`src/rtl/screen_snoop_if.sv`:
```
// rtl/screen_snoop_if.sv - Z80 write bus and dual screen write-port bundle for screen_snoop
interface screen_snoop_if;
  logic [15:0] cpu_addr;
  logic [7:0]  cpu_dout;
  logic        cpu_mreq_n;
  logic        cpu_iorq_n;
  logic        cpu_wr_n;
  logic        cpu_m1_n;
  logic [7:0]  scr_write;
  logic [12:0] scr_write_addr;
  logic        scr_write_we;
  logic [7:0]  scr_write2;
  logic [12:0] scr_write_addr2;
  logic        scr_write_we2;
  logic [2:0]  border;
  logic        screen_flip;
  logic        clear_busy;

  modport slave (
    input  cpu_addr, cpu_dout, cpu_mreq_n, cpu_iorq_n, cpu_wr_n, cpu_m1_n,
    output scr_write, scr_write_addr, scr_write_we,
    output scr_write2, scr_write_addr2, scr_write_we2,
    output border, screen_flip, clear_busy
  );

  modport master (
    output cpu_addr, cpu_dout, cpu_mreq_n, cpu_iorq_n, cpu_wr_n, cpu_m1_n,
    input  scr_write, scr_write_addr, scr_write_we,
    input  scr_write2, scr_write_addr2, scr_write_we2,
    input  border, screen_flip, clear_busy
  );
endinterface

```
`src/rtl/screen_snoop.sv`:
```
// rtl/screen_snoop.sv - Z80 write snooper feeding the dual Spectrum screen buffers
// Define SCREEN_CLEAR_EN to build the post-reset buffer clear sequencer.
module screen_snoop #(
  parameter int          MODEL128  = 1,
  parameter logic [7:0]  ATTR_INIT = 8'h38
) (
  input  logic          sys_clk,
  input  logic          rst,
  screen_snoop_if.slave bus
);
  localparam logic L_M128 = (MODEL128 != 0);

  logic        r_mem_strb_q;
  logic        r_io_strb_q;
  logic [2:0]  r_ram_bank;
  logic        r_flip;
  logic        r_lock;
  logic [2:0]  r_border;
  logic [7:0]  r_data1;
  logic [12:0] r_addr1;
  logic        r_we1;
  logic [7:0]  r_data2;
  logic [12:0] r_addr2;
  logic        r_we2;

  logic        w_mem_strb;
  logic        w_io_strb;
  logic        w_mem_ev;
  logic        w_io_ev;
  logic [13:0] w_off;
  logic        w_in_scr;
  logic        w_hit1;
  logic        w_hit2;
  logic        w_page_wr;
  logic        w_border_wr;

  // Events fire on the first sampled low of a strobe after a sampled high.
  assign w_mem_strb  = bus.cpu_mreq_n | bus.cpu_wr_n;
  assign w_io_strb   = bus.cpu_iorq_n | bus.cpu_wr_n;
  assign w_mem_ev    = ~w_mem_strb & r_mem_strb_q;
  assign w_io_ev     = ~w_io_strb & r_io_strb_q & bus.cpu_m1_n;
  assign w_off       = bus.cpu_addr[13:0];
  assign w_in_scr    = (w_off <= 14'h1AFF);
  assign w_hit1      = w_mem_ev & w_in_scr &
                       ((bus.cpu_addr[15:14] == 2'b01) |
                        ((bus.cpu_addr[15:14] == 2'b11) & (r_ram_bank == 3'd5)));
  assign w_hit2      = w_mem_ev & w_in_scr & L_M128 &
                       (bus.cpu_addr[15:14] == 2'b11) & (r_ram_bank == 3'd7);
  assign w_page_wr   = w_io_ev & ~bus.cpu_addr[15] & ~bus.cpu_addr[1] & L_M128 & ~r_lock;
  assign w_border_wr = w_io_ev & ~bus.cpu_addr[0];

`ifdef SCREEN_CLEAR_EN
  typedef enum logic {S_CLEAR, S_DONE} state_t;
  state_t      r_state;
  logic [12:0] r_cnt;
  logic        r_busy;
  logic [7:0]  w_clr_data;

  assign w_clr_data     = (r_cnt < 13'h1800) ? 8'h00 : ATTR_INIT;
  assign bus.clear_busy = r_busy;
`else
  assign bus.clear_busy = 1'b0;
`endif

  always_ff @(posedge sys_clk or posedge rst) begin
    if (rst) begin
      r_mem_strb_q <= 1'b1;
      r_io_strb_q  <= 1'b1;
      r_ram_bank   <= 3'd0;
      r_flip       <= 1'b0;
      r_lock       <= 1'b0;
      r_border     <= 3'd0;
      r_data1      <= 8'h00;
      r_addr1      <= 13'd0;
      r_we1        <= 1'b0;
      r_data2      <= 8'h00;
      r_addr2      <= 13'd0;
      r_we2        <= 1'b0;
`ifdef SCREEN_CLEAR_EN
      r_state      <= S_CLEAR;
      r_cnt        <= 13'd0;
      r_busy       <= 1'b1;
`endif
    end else begin
      r_mem_strb_q <= w_mem_strb;
      r_io_strb_q  <= w_io_strb;
      if (w_page_wr) begin
        r_ram_bank <= bus.cpu_dout[2:0];
        r_flip     <= bus.cpu_dout[3];
        r_lock     <= bus.cpu_dout[5];
      end
      if (w_border_wr) begin
        r_border <= bus.cpu_dout[2:0];
      end
      r_we1 <= 1'b0;
      r_we2 <= 1'b0;
      if (w_hit1) begin
        r_we1   <= 1'b1;
        r_addr1 <= w_off[12:0];
        r_data1 <= bus.cpu_dout;
      end
      if (w_hit2) begin
        r_we2   <= 1'b1;
        r_addr2 <= w_off[12:0];
        r_data2 <= bus.cpu_dout;
      end
`ifdef SCREEN_CLEAR_EN
      // A CPU hit owns the write ports this cycle; the counter simply waits.
      if ((r_state == S_CLEAR) && !(w_hit1 | w_hit2)) begin
        r_we1   <= 1'b1;
        r_addr1 <= r_cnt;
        r_data1 <= w_clr_data;
        if (L_M128) begin
          r_we2   <= 1'b1;
          r_addr2 <= r_cnt;
          r_data2 <= w_clr_data;
        end
        if (r_cnt == 13'h1AFF) begin
          r_state <= S_DONE;
          r_busy  <= 1'b0;
        end else begin
          r_cnt <= r_cnt + 13'd1;
        end
      end
`endif
    end
  end

  assign bus.scr_write       = r_data1;
  assign bus.scr_write_addr  = r_addr1;
  assign bus.scr_write_we    = r_we1;
  assign bus.scr_write2      = r_data2;
  assign bus.scr_write_addr2 = r_addr2;
  assign bus.scr_write_we2   = r_we2;
  assign bus.border          = r_border;
  assign bus.screen_flip     = r_flip;
endmodule

```
`src/flat_wrapper.sv`:
```
// flat-port wrapper written by rule: the top's interface ports become plain ports
module screen_snoop_flat 
#(
  parameter int          MODEL128  = 1,
  parameter logic [7:0]  ATTR_INIT = 8'h38
)
  (sys_clk, rst, bus_cpu_addr, bus_cpu_dout, bus_cpu_mreq_n, bus_cpu_iorq_n, bus_cpu_wr_n, bus_cpu_m1_n, bus_scr_write, bus_scr_write_addr, bus_scr_write_we, bus_scr_write2, bus_scr_write_addr2, bus_scr_write_we2, bus_border, bus_screen_flip, bus_clear_busy);
  screen_snoop_if bus_i ();
  input  logic sys_clk;
  input  logic rst;
  input wire logic [$bits(bus_i.cpu_addr)-1:0] bus_cpu_addr;
  input wire logic [$bits(bus_i.cpu_dout)-1:0] bus_cpu_dout;
  input wire logic [$bits(bus_i.cpu_mreq_n)-1:0] bus_cpu_mreq_n;
  input wire logic [$bits(bus_i.cpu_iorq_n)-1:0] bus_cpu_iorq_n;
  input wire logic [$bits(bus_i.cpu_wr_n)-1:0] bus_cpu_wr_n;
  input wire logic [$bits(bus_i.cpu_m1_n)-1:0] bus_cpu_m1_n;
  output wire logic [$bits(bus_i.scr_write)-1:0] bus_scr_write;
  output wire logic [$bits(bus_i.scr_write_addr)-1:0] bus_scr_write_addr;
  output wire logic [$bits(bus_i.scr_write_we)-1:0] bus_scr_write_we;
  output wire logic [$bits(bus_i.scr_write2)-1:0] bus_scr_write2;
  output wire logic [$bits(bus_i.scr_write_addr2)-1:0] bus_scr_write_addr2;
  output wire logic [$bits(bus_i.scr_write_we2)-1:0] bus_scr_write_we2;
  output wire logic [$bits(bus_i.border)-1:0] bus_border;
  output wire logic [$bits(bus_i.screen_flip)-1:0] bus_screen_flip;
  output wire logic [$bits(bus_i.clear_busy)-1:0] bus_clear_busy;
  assign bus_i.cpu_addr = bus_cpu_addr;
  assign bus_i.cpu_dout = bus_cpu_dout;
  assign bus_i.cpu_mreq_n = bus_cpu_mreq_n;
  assign bus_i.cpu_iorq_n = bus_cpu_iorq_n;
  assign bus_i.cpu_wr_n = bus_cpu_wr_n;
  assign bus_i.cpu_m1_n = bus_cpu_m1_n;
  assign bus_scr_write = bus_i.scr_write;
  assign bus_scr_write_addr = bus_i.scr_write_addr;
  assign bus_scr_write_we = bus_i.scr_write_we;
  assign bus_scr_write2 = bus_i.scr_write2;
  assign bus_scr_write_addr2 = bus_i.scr_write_addr2;
  assign bus_scr_write_we2 = bus_i.scr_write_we2;
  assign bus_border = bus_i.border;
  assign bus_screen_flip = bus_i.screen_flip;
  assign bus_clear_busy = bus_i.clear_busy;
  screen_snoop #(.MODEL128(MODEL128), .ATTR_INIT(ATTR_INIT)) u_core (.sys_clk(sys_clk), .rst(rst), .bus(bus_i));
endmodule
```
`config.mk`:
```
export PLATFORM = sky130hd
export DESIGN_NAME = screen_snoop_flat
export DESIGN_NICKNAME = d
export VERILOG_FILES = /design/src/rtl/screen_snoop_if.sv /design/src/rtl/screen_snoop.sv /design/src/flat_wrapper.sv
export SDC_FILE = /design/constraint.sdc
export NUM_CORES = 1
export LEC_CHECK = 0
export CAP_MARGIN = 10
export CORE_AREA = 2 2 71 73
export DETAILED_ROUTE_END_ITERATION = 16
export DIE_AREA = 0 0 73 75
export PLACE_DENSITY = 0.85
export SETUP_SLACK_MARGIN = 0.15
export SYNTH_ARGS = -nofsm -noshare
export SYNTH_HDL_FRONTEND = slang
export SYNTH_SLANG_ARGS = --single-unit
export TNS_END_PERCENT = 10
```
`constraint.sdc`:
```
create_clock -name sys_clk -period 5.35 [get_ports sys_clk]
set_clock_uncertainty 0.2 [all_clocks]
set_input_delay 1.3375 -clock sys_clk [delete_from_list [all_inputs] [get_ports sys_clk]]
set_output_delay 1.3375 -clock sys_clk [all_outputs]
set_load 0.02 [all_outputs]
```
=== Word level (Yosys, flattened, before mapping) ===
Index checks and enable logic that the tools add are counted.

* Bits of input ports: 30
* Register bits: 54
* Logic and storage cells: 40
* Output and inout port bits: 49

* Mux-type cells: 2
* Bitwise logic cells: 21
* Equal/unequal tests: 4
* Magnitude comparators: 1

{| class="wikitable"
|+ Operator list
! cell !! count
|-
| $le A14 B13 Y1 const B || 1
|-
| $and A1 B1 Y1 || 12
|-
| $eq A3 B3 Y1 const B || 2
|-
| $not A1 Y1 || 6
|-
| $or A1 B1 Y1 || 3
|-
| $eq A2 B1 Y1 const B || 1
|-
| $eq A2 B2 Y1 const B || 1
|-
| $mux W1 || 2
|}

=== Logic depth before layout (Yosys ltp) ===
* Word-level depth: 7
* Depth in mapped cells: 6
* Mapped depth without buffers: 4

=== Least setup slack after synthesis ===
OpenSTA, ideal clock, no wires.

* Kind: input to register
* Start point: input bus_cpu_addr[9]
* End point: register u_core.r_data1[3] (netlist: u_core.bus.scr_write[3])
* Slack: 2.483 ns
* Data required time: 5.025 ns
* Stages: 5
* Arrival: 2.542 ns
* Buffers on the path: 1
* Setup time: 0.125 ns
* Cell sequence: a21o_1 and3_4 a211oi_4 buf_12 mux2_4

* Word-level cells in the longest chain between the ends: 3

{| class="wikitable"
|+ RTL lines
! what !! line !! source
|-
| from (decl) || flat_wrapper.sv:11 || <nowiki>input wire logic [$bits(bus_i.cpu_addr)-1:0] bus_cpu_addr;</nowiki>
|-
| $le A14 B13 Y1 || screen_snoop.sv:43 || <nowiki>assign w_in_scr = (w_off <= 14'h1AFF);</nowiki>
|-
| $and A1 B1 Y1 (2 in series) || screen_snoop.sv:44 || <nowiki>assign w_hit1 = w_mem_ev & w_in_scr &</nowiki>
|-
| to (signal assigned) || screen_snoop.sv:100 || <nowiki>r_data1 <= bus.cpu_dout;</nowiki>
|-
| to (decl) || screen_snoop.sv:19 || <nowiki>logic [7:0] r_data1;</nowiki>
|}

Every way passes these cells.
A chain may end at the register's enable or synchronous reset.

=== Final worst setup path ===
* Start point: input bus_cpu_addr[13]
* End point: register u_core.r_data1[1] (netlist: u_core.bus.scr_write[1])

Same word-level chain as after synthesis.

==> results.toml <==
[clock_tree]
cts_setup_buffers = 0
cts_sinks = 54
cts.repair.resized = 0
clock_latency_ns = 0.31
cts_hold_buf = 0
clk_pin_slew_ns = 0.09
cts.htree.levels = 2
numCtsBuffers = 5
clock-root-buffer = "clkbuf_8"
clockBufferDepth = 2
cts_tree = "built"

[layout]
layout.nets = 241
antenna_cells = 0
area_growth_pct = 41.7
regArea_sq_mm = 0.00135
drive_gt1_frac = 0.264
fillCellCount = 322
stdcell_count = 266
multi_input_area_sq_um = 788

[placed_design]
gp_congestion = 0.675
numPortBuffers = 77
place_hpwl_mm = 3.36
post-place-cells = 257

[timing]
post-route-min-period_ns = 3.64
hold_viol_final = 0
fmax_ghz = 0.274
maxSlewViolCount = 0
rsz0062_at_grt = "no"
maxSlewHeadroom = 0.291
finalSetupTns_ns = 0
post-route-period-util = 0.681
tightest_slew_ns = 1.06
setup_viol = 0

[critical_path]
end_kind = "flop"
cp.required_ns = 5.34
crit-reg2reg-launch = "u_core.r_mem_strb_q"
cp_max_fo = 12
worstSetupPathType = "input port to flop"
critPathLaunch = "bus_cpu_addr[13]"
crit_arrival_ns = 3.64
ff2ff_path_depth = 5
rr_endpoint = "u_core.bus.scr_write[1]"
startpoint_type = "input port"
r2r_slack_ns = 2.79

[global_route]
antenna_found_initial = 0
first_global_vias = 1436
grt_max_degree = 55
grt_pass1_wl_mm = 6.98
grt_util_all_layers = 0.167
grt_overflow = 0

[yosys]
synth_warnings = 0
netlist.area_leader.share = 0.589
synth_cells = 130
async_reset_ff_frac = 1.00
synth_common_cells = "52 x dfrtp_1, 19 x mux2_4, 18 x mux2_2, 10 x mux2_1, 3 x nor2_1"
synth-seq-cells = 54
synth_top_cell_by_area = "dfrtp_1"
synth_area_leaders = "dfrtp_1 59%, mux2_4 13%, mux2_2 9.2%"
syn_area_per_cell_sq_um = 17.0
syn-cell-area_sq_mm = 0.00221
synth-edff-count = 0
synth.most_common_cell = "dfrtp_1"
synth_fp_nets = 160
ys_types = 25
ys.flop_type = "dfrtp_1"
ys_seq_area_frac = 0.613

[worst_hold_path]
hold_end = "u_core.r_lock"
min_path_cells = 1
worstHoldStart = "u_core.r_lock"
hold_class = "flop to flop"

[floorplan]
num_rows = 25
dieArea_sq_mm = 0.00548
initial_utilization = 0.474
io_pins = 79
die_w_um = 73
coreArea_sq_mm = 0.00466
die_h_um = 75

[routing]
ant_nets = 0
drt_iter0_markers = 54
viasPerCell = 5.08
drc = 0
wire_per_inst_um = 17.5
wl_mm = 4.66
dr.pass1.iters = 4
num_vias = 1352

[power_and_ir_drop]
peakVddDrop_uv = 161
power.switching_uw = 277
power_frac_clock = 0.266
p_per_area_mw_per_mm2 = 336
swShare = 0.264
p_leak_nw = 1.41
pwr-share-seq = 0.473
p_int_uw = 774
p_comb_frac = 0.261

[run]
maxCapViolCount = 0

[run_status]
outcome = "complete, no violations"
metal layers:
| layer | wire length [um] | track usage | part of all wire | vias up |
|---|---|---|---|---|
| met2 | 2500 | 0.298 | 0.54 | 39 |
| met3 | 195 | 0.0308 | 0.042 | 6 |
| met5 | 0 | 0 | 0 | - |
| met1 | 1890 | 0.201 | 0.41 | 690 |
| li1 | - | - | - | 617 |
| met4 | 72 | 0.0679 | 0.015 | 0 |
power by group through the flow:
stage / clock [mW] / combinational [mW] / sequential [mW]
final: 0.279 / 0.274 / 0.498
after global routing: 0.300 / 0.288 / 0.504
after CTS: 0.286 / 0.276 / 0.498
after detailed placement: 0 / 0.275 / 0.505
after global placement: 0 / 0.269 / 0.503
after floorplan: 0 / 0.0802 / 0.556
cell usage in the layout (no fill, tap or decap):
cell type,Yosys,layout
inv_2,0,1
clkbuf_1,0,1
mux2_4,19,19
clkdlybuf4s50_1,0,77
o22a_1,2,2
bufinv_16,0,1
conb_1,1,1
nor4b_4,1,1
and3_4,1,1
nand3_1,2,2
buf_12,2,1
a21o_1,2,2
dfrtp_1,52,52
nor3b_4,0,1
inv_1,2,1
mux2_2,18,18
nand3b_1,1,1
or2_2,1,1
a21oi_1,2,2
nor4_2,1,1
mux2_1,10,10
dfstp_2,2,2
a211oi_4,1,1
buf_4,2,1
clkbuf_8,0,6
nand2_2,1,1
and4_1,1,1
nor2_1,3,3
nor3_1,1,1
per-stage QoR:
step / util / hold slack [ns] / worst slack (ns) / area, sq um / power (mW)
2_1_floorplan: - / 0.247 / 2.48 / 2210 / 0.637
3_3_place_gp: 0.643 / 0.258 / 1.46 / 3000 / 0.772
3_5_place_dp: 0.643 / 0.268 / 1.37 / 3000 / 0.780
4_1_cts: 0.668 / 0.290 / 1.71 / 3110 / 1.06
5_1_grt: 0.672 / 0.307 / 1.62 / 3130 / 1.09
6_report: 0.672 / 0.287 / 1.71 / 3130 / 1.05
layout make-up:
type                       count  share of cell area
clock buffer                   7              0.0276
clock inverter                 1             0.00959
inverter                       2             0.00240
multi-input combinational     69               0.252
sequential                    54               0.432
tap                           54              0.0216
timing repair buffer          79               0.255
logic make-up after synthesis:
group,count (synthesis),synth area share
muxes,47,0.272
buffers and inverters,7,0.0334
and+or+nand+nor,14,0.0521
DFF,54,0.613
AOI/OAI and AO/OA,7,0.0283
other,1,0.00170
critical path: stages:
cell	delay (ns)
clkdlybuf4s50_1	0.46
nor4b_4	0.33
nand2_2	0.13
a211oi_4	0.67
buf_4	0.38
mux2_4	0.32
how the worst max path moves through the flow:
| stage | end | cells after the start |
|---|---|---|
| after floorplan | u_core.bus.scr_write[3] | 5 |
| after global placement | u_core.bus.scr_write_addr[0] | 6 |
| after detailed placement | u_core.bus.scr_write[4] | 6 |
| after CTS | u_core.bus.scr_write[1] | 6 |
| after global routing | u_core.bus.scr_write[1] | 6 |
| final | u_core.bus.scr_write[1] | 6 |
sequential cells by signal, indices dropped and copies added, names as in the netlist:
register and count:
u_core.r_lock 1, u_core.bus.scr_write_addr2 13, u_core.r_io_strb_q 1, u_core.r_mem_strb_q 1, u_core.bus.border 3, u_core.r_ram_bank 3
u_core.bus.scr_write_we 1, u_core.bus.scr_write_we2 1, u_core.bus.scr_write2 8, u_core.bus.scr_write 8, u_core.bus.scr_write_addr 13, u_core.bus.screen_flip 1
Power figures use the tool's default switching activity.
